===== src/rtl/gray_pkg.sv =====
// Shared helpers for the Gray-code counter: code conversion, terminal values, direction encoding.
// Functions work on a zero-extended MAX_W vector so any WIDTH up to MAX_W can use them.
package gray_pkg;

    localparam int MAX_W = 32;

    typedef enum logic {
        DIR_DN = 1'b0,
        DIR_UP = 1'b1
    } dir_e;

    function automatic logic [MAX_W-1:0] bin2gray(input logic [MAX_W-1:0] b);
        return b ^ (b >> 1);
    endfunction

    function automatic logic [MAX_W-1:0] gray2bin(input logic [MAX_W-1:0] g);
        logic [MAX_W-1:0] b;
        b[MAX_W-1] = g[MAX_W-1];
        for (int i = MAX_W - 2; i >= 0; i--) begin
            b[i] = b[i+1] ^ g[i];
        end
        return b;
    endfunction

    // Terminal count for up-counting (all ones in the low w bits) and down-counting (zero).
    function automatic logic [MAX_W-1:0] tc_up_val(input int w);
        return {MAX_W{1'b1}} >> (MAX_W - w);
    endfunction

    function automatic logic [MAX_W-1:0] tc_dn_val();
        return '0;
    endfunction

endpackage


===== src/rtl/gray_encode.sv =====
// Combinational binary-to-Gray encoder, WIDTH bits.
module gray_encode
    import gray_pkg::*;
#(
    parameter int WIDTH = 3
) (
    input  logic [WIDTH-1:0] i_bin,
    output logic [WIDTH-1:0] o_gray
);

    logic [MAX_W-1:0] w_gray_full;

    assign w_gray_full = bin2gray(MAX_W'(i_bin));
    assign o_gray      = w_gray_full[WIDTH-1:0];

endmodule


===== src/rtl/gray_code_counter.sv =====
// Up/down binary counter with a registered Gray output and a valid/ready output stage.
// The Gray code is encoded from the next-state binary value so both registers update together.
module gray_code_counter
    import gray_pkg::*;
#(
    parameter int WIDTH = 3,
    parameter bit WRAP  = 1'b1
) (
    input  logic             clk,
    input  logic             rst_n,
    input  logic             en,
    input  logic             up_dn,
    input  logic             load,
    input  logic [WIDTH-1:0] load_val,
    input  logic             out_ready,
    output logic             out_valid,
    output logic [WIDTH-1:0] bin_o,
    output logic [WIDTH-1:0] gray_o,
    output logic             tc
);

    localparam logic [MAX_W-1:0] TC_UP_FULL = tc_up_val(WIDTH);
    localparam logic [MAX_W-1:0] TC_DN_FULL = tc_dn_val();
    localparam logic [WIDTH-1:0] TC_UP      = TC_UP_FULL[WIDTH-1:0];
    localparam logic [WIDTH-1:0] TC_DN      = TC_DN_FULL[WIDTH-1:0];
    localparam logic [WIDTH-1:0] ONE        = WIDTH'(1);

    logic [WIDTH-1:0] r_bin;
    logic [WIDTH-1:0] r_gray;
    logic             r_vld;

    dir_e             w_dir;
    logic             w_stall;
    logic             w_accept;
    logic             w_tc;
    logic             w_step;
    logic [WIDTH-1:0] w_bin_nxt;
    logic [WIDTH-1:0] w_gray_nxt;
    logic             w_vld_nxt;

    assign w_dir    = dir_e'(up_dn);
    assign w_stall  = r_vld & ~out_ready;
    assign w_accept = r_vld & out_ready;
    assign w_tc     = (w_dir == DIR_UP) ? (r_bin == TC_UP) : (r_bin == TC_DN);

    // Saturating mode suppresses the step at terminal count, leaving only the accept handshake.
    assign w_step   = en & ~w_stall & ~(w_tc & ~WRAP);

    always_comb begin
        w_bin_nxt = r_bin;
        w_vld_nxt = r_vld & ~w_accept;
        if (load) begin
            w_bin_nxt = load_val;
            w_vld_nxt = 1'b1;
        end else if (w_step) begin
            w_bin_nxt = (w_dir == DIR_UP) ? r_bin + ONE : r_bin - ONE;
            w_vld_nxt = 1'b1;
        end
    end

    gray_encode #(
        .WIDTH (WIDTH)
    ) u_enc (
        .i_bin  (w_bin_nxt),
        .o_gray (w_gray_nxt)
    );

    always_ff @(posedge clk) begin
        if (!rst_n) begin
            r_bin  <= '0;
            r_gray <= '0;
            r_vld  <= 1'b0;
        end else begin
            r_bin  <= w_bin_nxt;
            r_gray <= w_gray_nxt;
            r_vld  <= w_vld_nxt;
        end
    end

    assign bin_o     = r_bin;
    assign gray_o    = r_gray;
    assign out_valid = r_vld;
    assign tc        = w_tc;

endmodule


===== config.mk =====
export PLATFORM = sky130hd
export DESIGN_NAME = gray_code_counter
export DESIGN_NICKNAME = d
export VERILOG_FILES = /design/src/rtl/gray_pkg.sv /design/src/rtl/gray_encode.sv /design/src/rtl/gray_code_counter.sv
export SDC_FILE = /design/constraint.sdc
export NUM_CORES = 1
export LEC_CHECK = 0
export ABC_AREA = 1
export BUFFER_PORTS_ARGS = -buffer_cell sky130_fd_sc_hd__buf_2
export CAP_MARGIN = 0
export CORE_AREA = 5 5 42 44
export CTS_BUF_LIST = sky130_fd_sc_hd__clkbuf_4 sky130_fd_sc_hd__clkbuf_8
export CTS_CLUSTER_DIAMETER = 40
export DETAILED_ROUTE_END_ITERATION = 10
export DIE_AREA = 0 0 47 49
export HOLD_SLACK_MARGIN = 0.1
export PLACE_DENSITY = 0.55
export SYNTH_ARGS = -nofsm -noshare
export SYNTH_HDL_FRONTEND = slang
export SYNTH_HIERARCHICAL = 1
export SYNTH_SLANG_ARGS = --single-unit

===== constraint.sdc =====
create_clock -name clk -period 1.98 [get_ports clk]
set_clock_uncertainty 0.15 [all_clocks]
set_input_delay 0.198 -clock clk [delete_from_list [all_inputs] [get_ports clk]]
set_output_delay 0.198 -clock clk [all_outputs]
set_load 0.05 [all_outputs]

; ---- Yosys cells after proc, flatten, opt, wreduce, memory -nomap -nowiden
; Cells that the tools add are included.
[classes]
addsub = 2
multipliers = 0
div = 0
order_cmp = 0
n_eq_ne = 1
n_shift = 0
mux = 6
n_bitwise = 8
reduce_logical = 1
[op_table]
columns = cell, count
row1 = $mux 3, 3
row2 = $and 1x1->1, 4
row3 = $add 3x1->3 const B, 1
row4 = $eq 3x3->1 const B, 1
row5 = $logic_not 3->1, 1
row6 = $mux 1, 3
row7 = $not 1->1, 3
row8 = $sub 3x1->3 const B, 1
row9 = $xor 3x2->3, 1
[totals]
reg_bits = 7
latch_bits = 0
ram_bits = 0
rom_bits = 0
inputBits = 9
output_inout_bits = 8
mem_count = 0

; ---- Logic depth before layout (Yosys ltp)
[logic_depth]
ltp_word = 7
ltp_mapped = 15
mapped_depth_nobuf = 15

; ---- Modules after synthesis
; The synthesis kept the hierarchy.
[modules_own_cells]
columns = module, instances, cells_per_inst, area_each_um2, seq_area_each_um2
row1 = gray_code_counter, 1, 51, 360.3, 140.1
row2 = gray_encode, 1, 10, 41.3, 0.0

; ---- Worst setup path after synthesis
; Ideal clock, no wire load.
[synth_timing]
path_type = register -> output
startpoint = register r_bin[2], in the netlist bin_o[2]
endpoint = output tc
arrival_ns = 1.873
required_time_ns = 1.632
slack_ns = -0.241
path_stages_with_launch = 4
n_path_buf = 0
cell_sequence = dfxtp_1 inv_1 nand2_1 o32ai_1
[synth_via]
elab_chain_len = 2
[synth_rtl]
columns = item, line_no
row1 = start: declaration, gray_code_counter.sv:28  ; logic [WIDTH-1:0] r_bin;
row2 = start signal: assignment, gray_code_counter.sv:74  ; r_bin <= w_bin_nxt;
row3 = $eq 3x3->1 / $logic_not 3->1 (equally long branches), gray_code_counter.sv:44  ; assign w_tc = (w_dir == DIR_UP) ? (r_bin == TC_UP) : (r_bin == TC_DN);
row4 = $mux 1 *, gray_code_counter.sv:44
row5 = end: declaration, gray_code_counter.sv:19  ; output logic tc
; Every way passes the cells marked *; elsewhere a longest branch is shown, timed or not.

; ---- Worst setup path in the final report
[layout_timing]
startpoint = register r_bin[0], in the netlist bin_o[0]
endpoint = register r_gray[1], in the netlist gray_o[1]
[layout_via]
elab_chain_len = 5
[layout_rtl]
columns = item, line_no
row1 = $sub 3x1->3 / $add 3x1->3 (equally long branches), gray_code_counter.sv:56  ; w_bin_nxt = (w_dir == DIR_UP) ? r_bin + ONE : r_bin - ONE;
row2 = $mux 3 *, gray_code_counter.sv:56
row3 = $mux 3 *, gray_code_counter.sv:55  ; end else if (w_step) begin
row4 = $mux 3 *, gray_code_counter.sv:52  ; if (load) begin
row5 = net w_bin_nxt[2], gray_code_counter.sv:37  ; logic [WIDTH-1:0] w_bin_nxt;
row6 = $xor 3x2->3 *, gray_pkg.sv:13  ; return b ^ (b >> 1);
row7 = net w_gray_nxt[1], gray_code_counter.sv:38  ; logic [WIDTH-1:0] w_gray_nxt;
row8 = end signal: assignment, gray_code_counter.sv:75  ; r_gray <= w_gray_nxt;
row9 = end: declaration, gray_code_counter.sv:29  ; logic [WIDTH-1:0] r_gray;
; The timed path passes the listed nets; every way through them passes the cells marked *.
; A chain may end at the register's enable or synchronous reset.

==> impl_metrics.ini <==
[synthesis]
synthXorXnorAreaFrac = 0.0218
synth_top_cell_area_share = 0.349
yosysTopAreaCell = dfxtp_1
synth_compound_area_frac = 0.0717
synth_top_family_by_area = simple AND/OR/NAND/NOR gates
synth_seq_cells = 7
syn_area_per_cell_um2 = 6.58
yosysWarnings = 6
synth_cell_types = 16
netlist_area_um2 = 402
synth-seq-area-share = 0.349
synth_nets = 71
synthCells = 61
synthSimpleGateAreaFrac = 0.340
synthAdderAreaFrac = 0.0498
yosys-top-cells-area = dfxtp_1 (35%), nand2_1 (19%), inv_1 (12%), fa_1 (5.0%), nand3_1 (5.0%)
synthMuxAreaShare = 0

[layout]
n_antenna_cell = 0
fin_nets = 93
layout.cells.non_filler = 98
final_cell_mix = nand2_1 (20), buf_2 (16), inv_1 (13)
area_growth_syn_to_layout_pct = 37.4
post-route-util = 0.394
drive_gt1_frac = 0.378
layout_commonest_cell = nand2_1

[pwr]
switching_share = 0.362
leakagePower_nw = 0.336
pwr-share-clk = 0.314
seq_power_share = 0.362
power_switching_mw = 0.164
p_comb_frac = 0.324
p_int_mw = 0.289
ir_drop_v = 0.000327
powerDensity_mw_per_mm2 = 822

[timing]
tightest_slew_ns = 0.261
hold_viol_final = 0
max_freq_ghz = 0.563
grt_setup_unrepaired = no
finalSetupTns_ns = 0
slew_viol_final = 0
timing.final.crit_share = 0.898
maxSlewHeadroom = 0.827
setup_violations = 0
fin_crit_ns = 1.78

[job]
cap_violations = 0

[global_route]
antenna_found_initial = 0
grt_max_degree = 8
grt_first_pass_wirelength_um = 1450
grt-ovfl-total = 0
grt_use_total = 0.0855
grt_pass1_vias = 363

[placed_design]
finalWeightedCongestion = 0.721
dpl.cell_count = 92
io_buffers = 16
dp_hpwl_um = 639

[floorplanning]
pin_count = 17
fp.coreArea_mm2 = 0.00140
dieWidth_um = 47
initial_core_util = 0.287
chipHeight_um = 49
core.rowCount = 14
die_area_mm2 = 0.00230

[cts]
cts_sinks = 7
htree_levels = 1
cts.path.max_buffers = 2
post-cts-setup-buffers = 0
clock_latency_ns = 0.25
cts_tree = yes
clk_pin_slew_worst_paths_ns = 0.05
cts-root-buf = clkbuf_4
cts-buffers-inserted = 3

[worst_setup_path]
critPathKind = reg2reg
crit_arrival_ns = 1.78
worst-path-max-fanout = 5
crit_path_start_kind = flip-flop
crit_required_ns = 1.98
endpoint_kind = flip-flop

[routing]
drtIter0Drc = 4
wl_per_cell_um = 8.35
drtAntennaViolNets = 0
drtPass1Iterations = 4
vias = 391
routed_wl_um = 818
remaining_drc_errors = 0
viasPerCell = 3.99

[hold_path]
holdCritPathClass = in2reg

[run_status]
status = finished, final reports clean
[through the flow]
step	setup WS, ns	instance area [um2]	total power [mW]	hold WS (ns)
2_1_floorplan	0.0307	409	0.281	0.141
3_3_place_gp	0.225	502	0.311	0.277
3_5_place_dp	0.204	502	0.311	0.273
4_1_cts	0.197	552	0.459	0.100
5_1_grt	0.120	552	0.480	0.135
6_report	0.203	552	0.453	0.102
[layout make-up]
cell class | instances | area (um2)
clock buffer | 4 | 30.0
tap | 16 | 20.0
timing repair buffer | 18 | 100
fill | 163 | 850
multi-input combinational | 37 | 201
sequential | 7 | 140
inverter | 16 | 60.1
[routing by layer]
metal / routed length, um / vias up / global-route usage / part of all wire
met5: 0 / - / 0 / 0
met4: 13 / 0 / 0.0691 / 0.016
met3: 59 / 2 / 0.0148 / 0.072
met2: 388 / 11 / 0.124 / 0.47
met1: 357 / 159 / 0.104 / 0.44
li1: - / 219 / - / -
[Yosys cell counts, drive strengths merged]
cell type / n
or2: 2
dfxtp: 7
fa: 1
xor2: 1
nand2: 22
a21oi: 1
inv: 16
a31oi: 1
o21ai: 1
nor2: 3
o32ai: 1
buf: 1
nand3: 4
[sequential cells by signal (all words and copies together), names as in the netlist]
| name | flops |
|---|---|
| gray_o | 3 |
| bin_o | 3 |
| out_valid | 1 |
[power groups by stage]
stage	registers (mW)	logic (mW)	clock network [mW]
CTS	0.164	0.147	0.148
finish	0.164	0.147	0.142
floorplan	0.213	0.0684	0
global route	0.166	0.161	0.153
global placement	0.167	0.144	0
detailed placement	0.167	0.144	0
[critical path, cell delays in order, from the launching register on]
cell and delay (ns):
dfxtp_1 0.36, fa_1 0.43, inv_1 0.06, nand2_1 0.05, nand2_1 0.08, nand3_1 0.08, nand3_1 0.10, nand2_2 0.06
inv_1 0.08, inv_1 0.04, nand2_1 0.05, nand2_1 0.05, nand2_1 0.06, inv_1 0.03
[final timing paths]
kind	startpoint	endpoint	slack [ns]	cells after the start
max	bin_o[0]	gray_o[1]	0.20	13
min	out_ready	out_valid	0.10	4
max reg2reg	bin_o[0]	gray_o[1]	0.20	13
min reg2reg	out_valid	out_valid	0.38	2
[repair_timing]
item,4_1_cts,5_1_grt
hold buffers,2,0
endpoints found under the hold margin,4,0
gates resized for setup,0,0
[kinds of logic (layout without fill, tap and decap cells)]
kind of cell    after synthesis  after routing
simple gates                 31             31
fa+ha+maj                     1              1
flops                         7              7
buf+inv                      17             38
xor+xnor                      1              1
compound gates                4              4
Power figures use the tool's default switching activity.
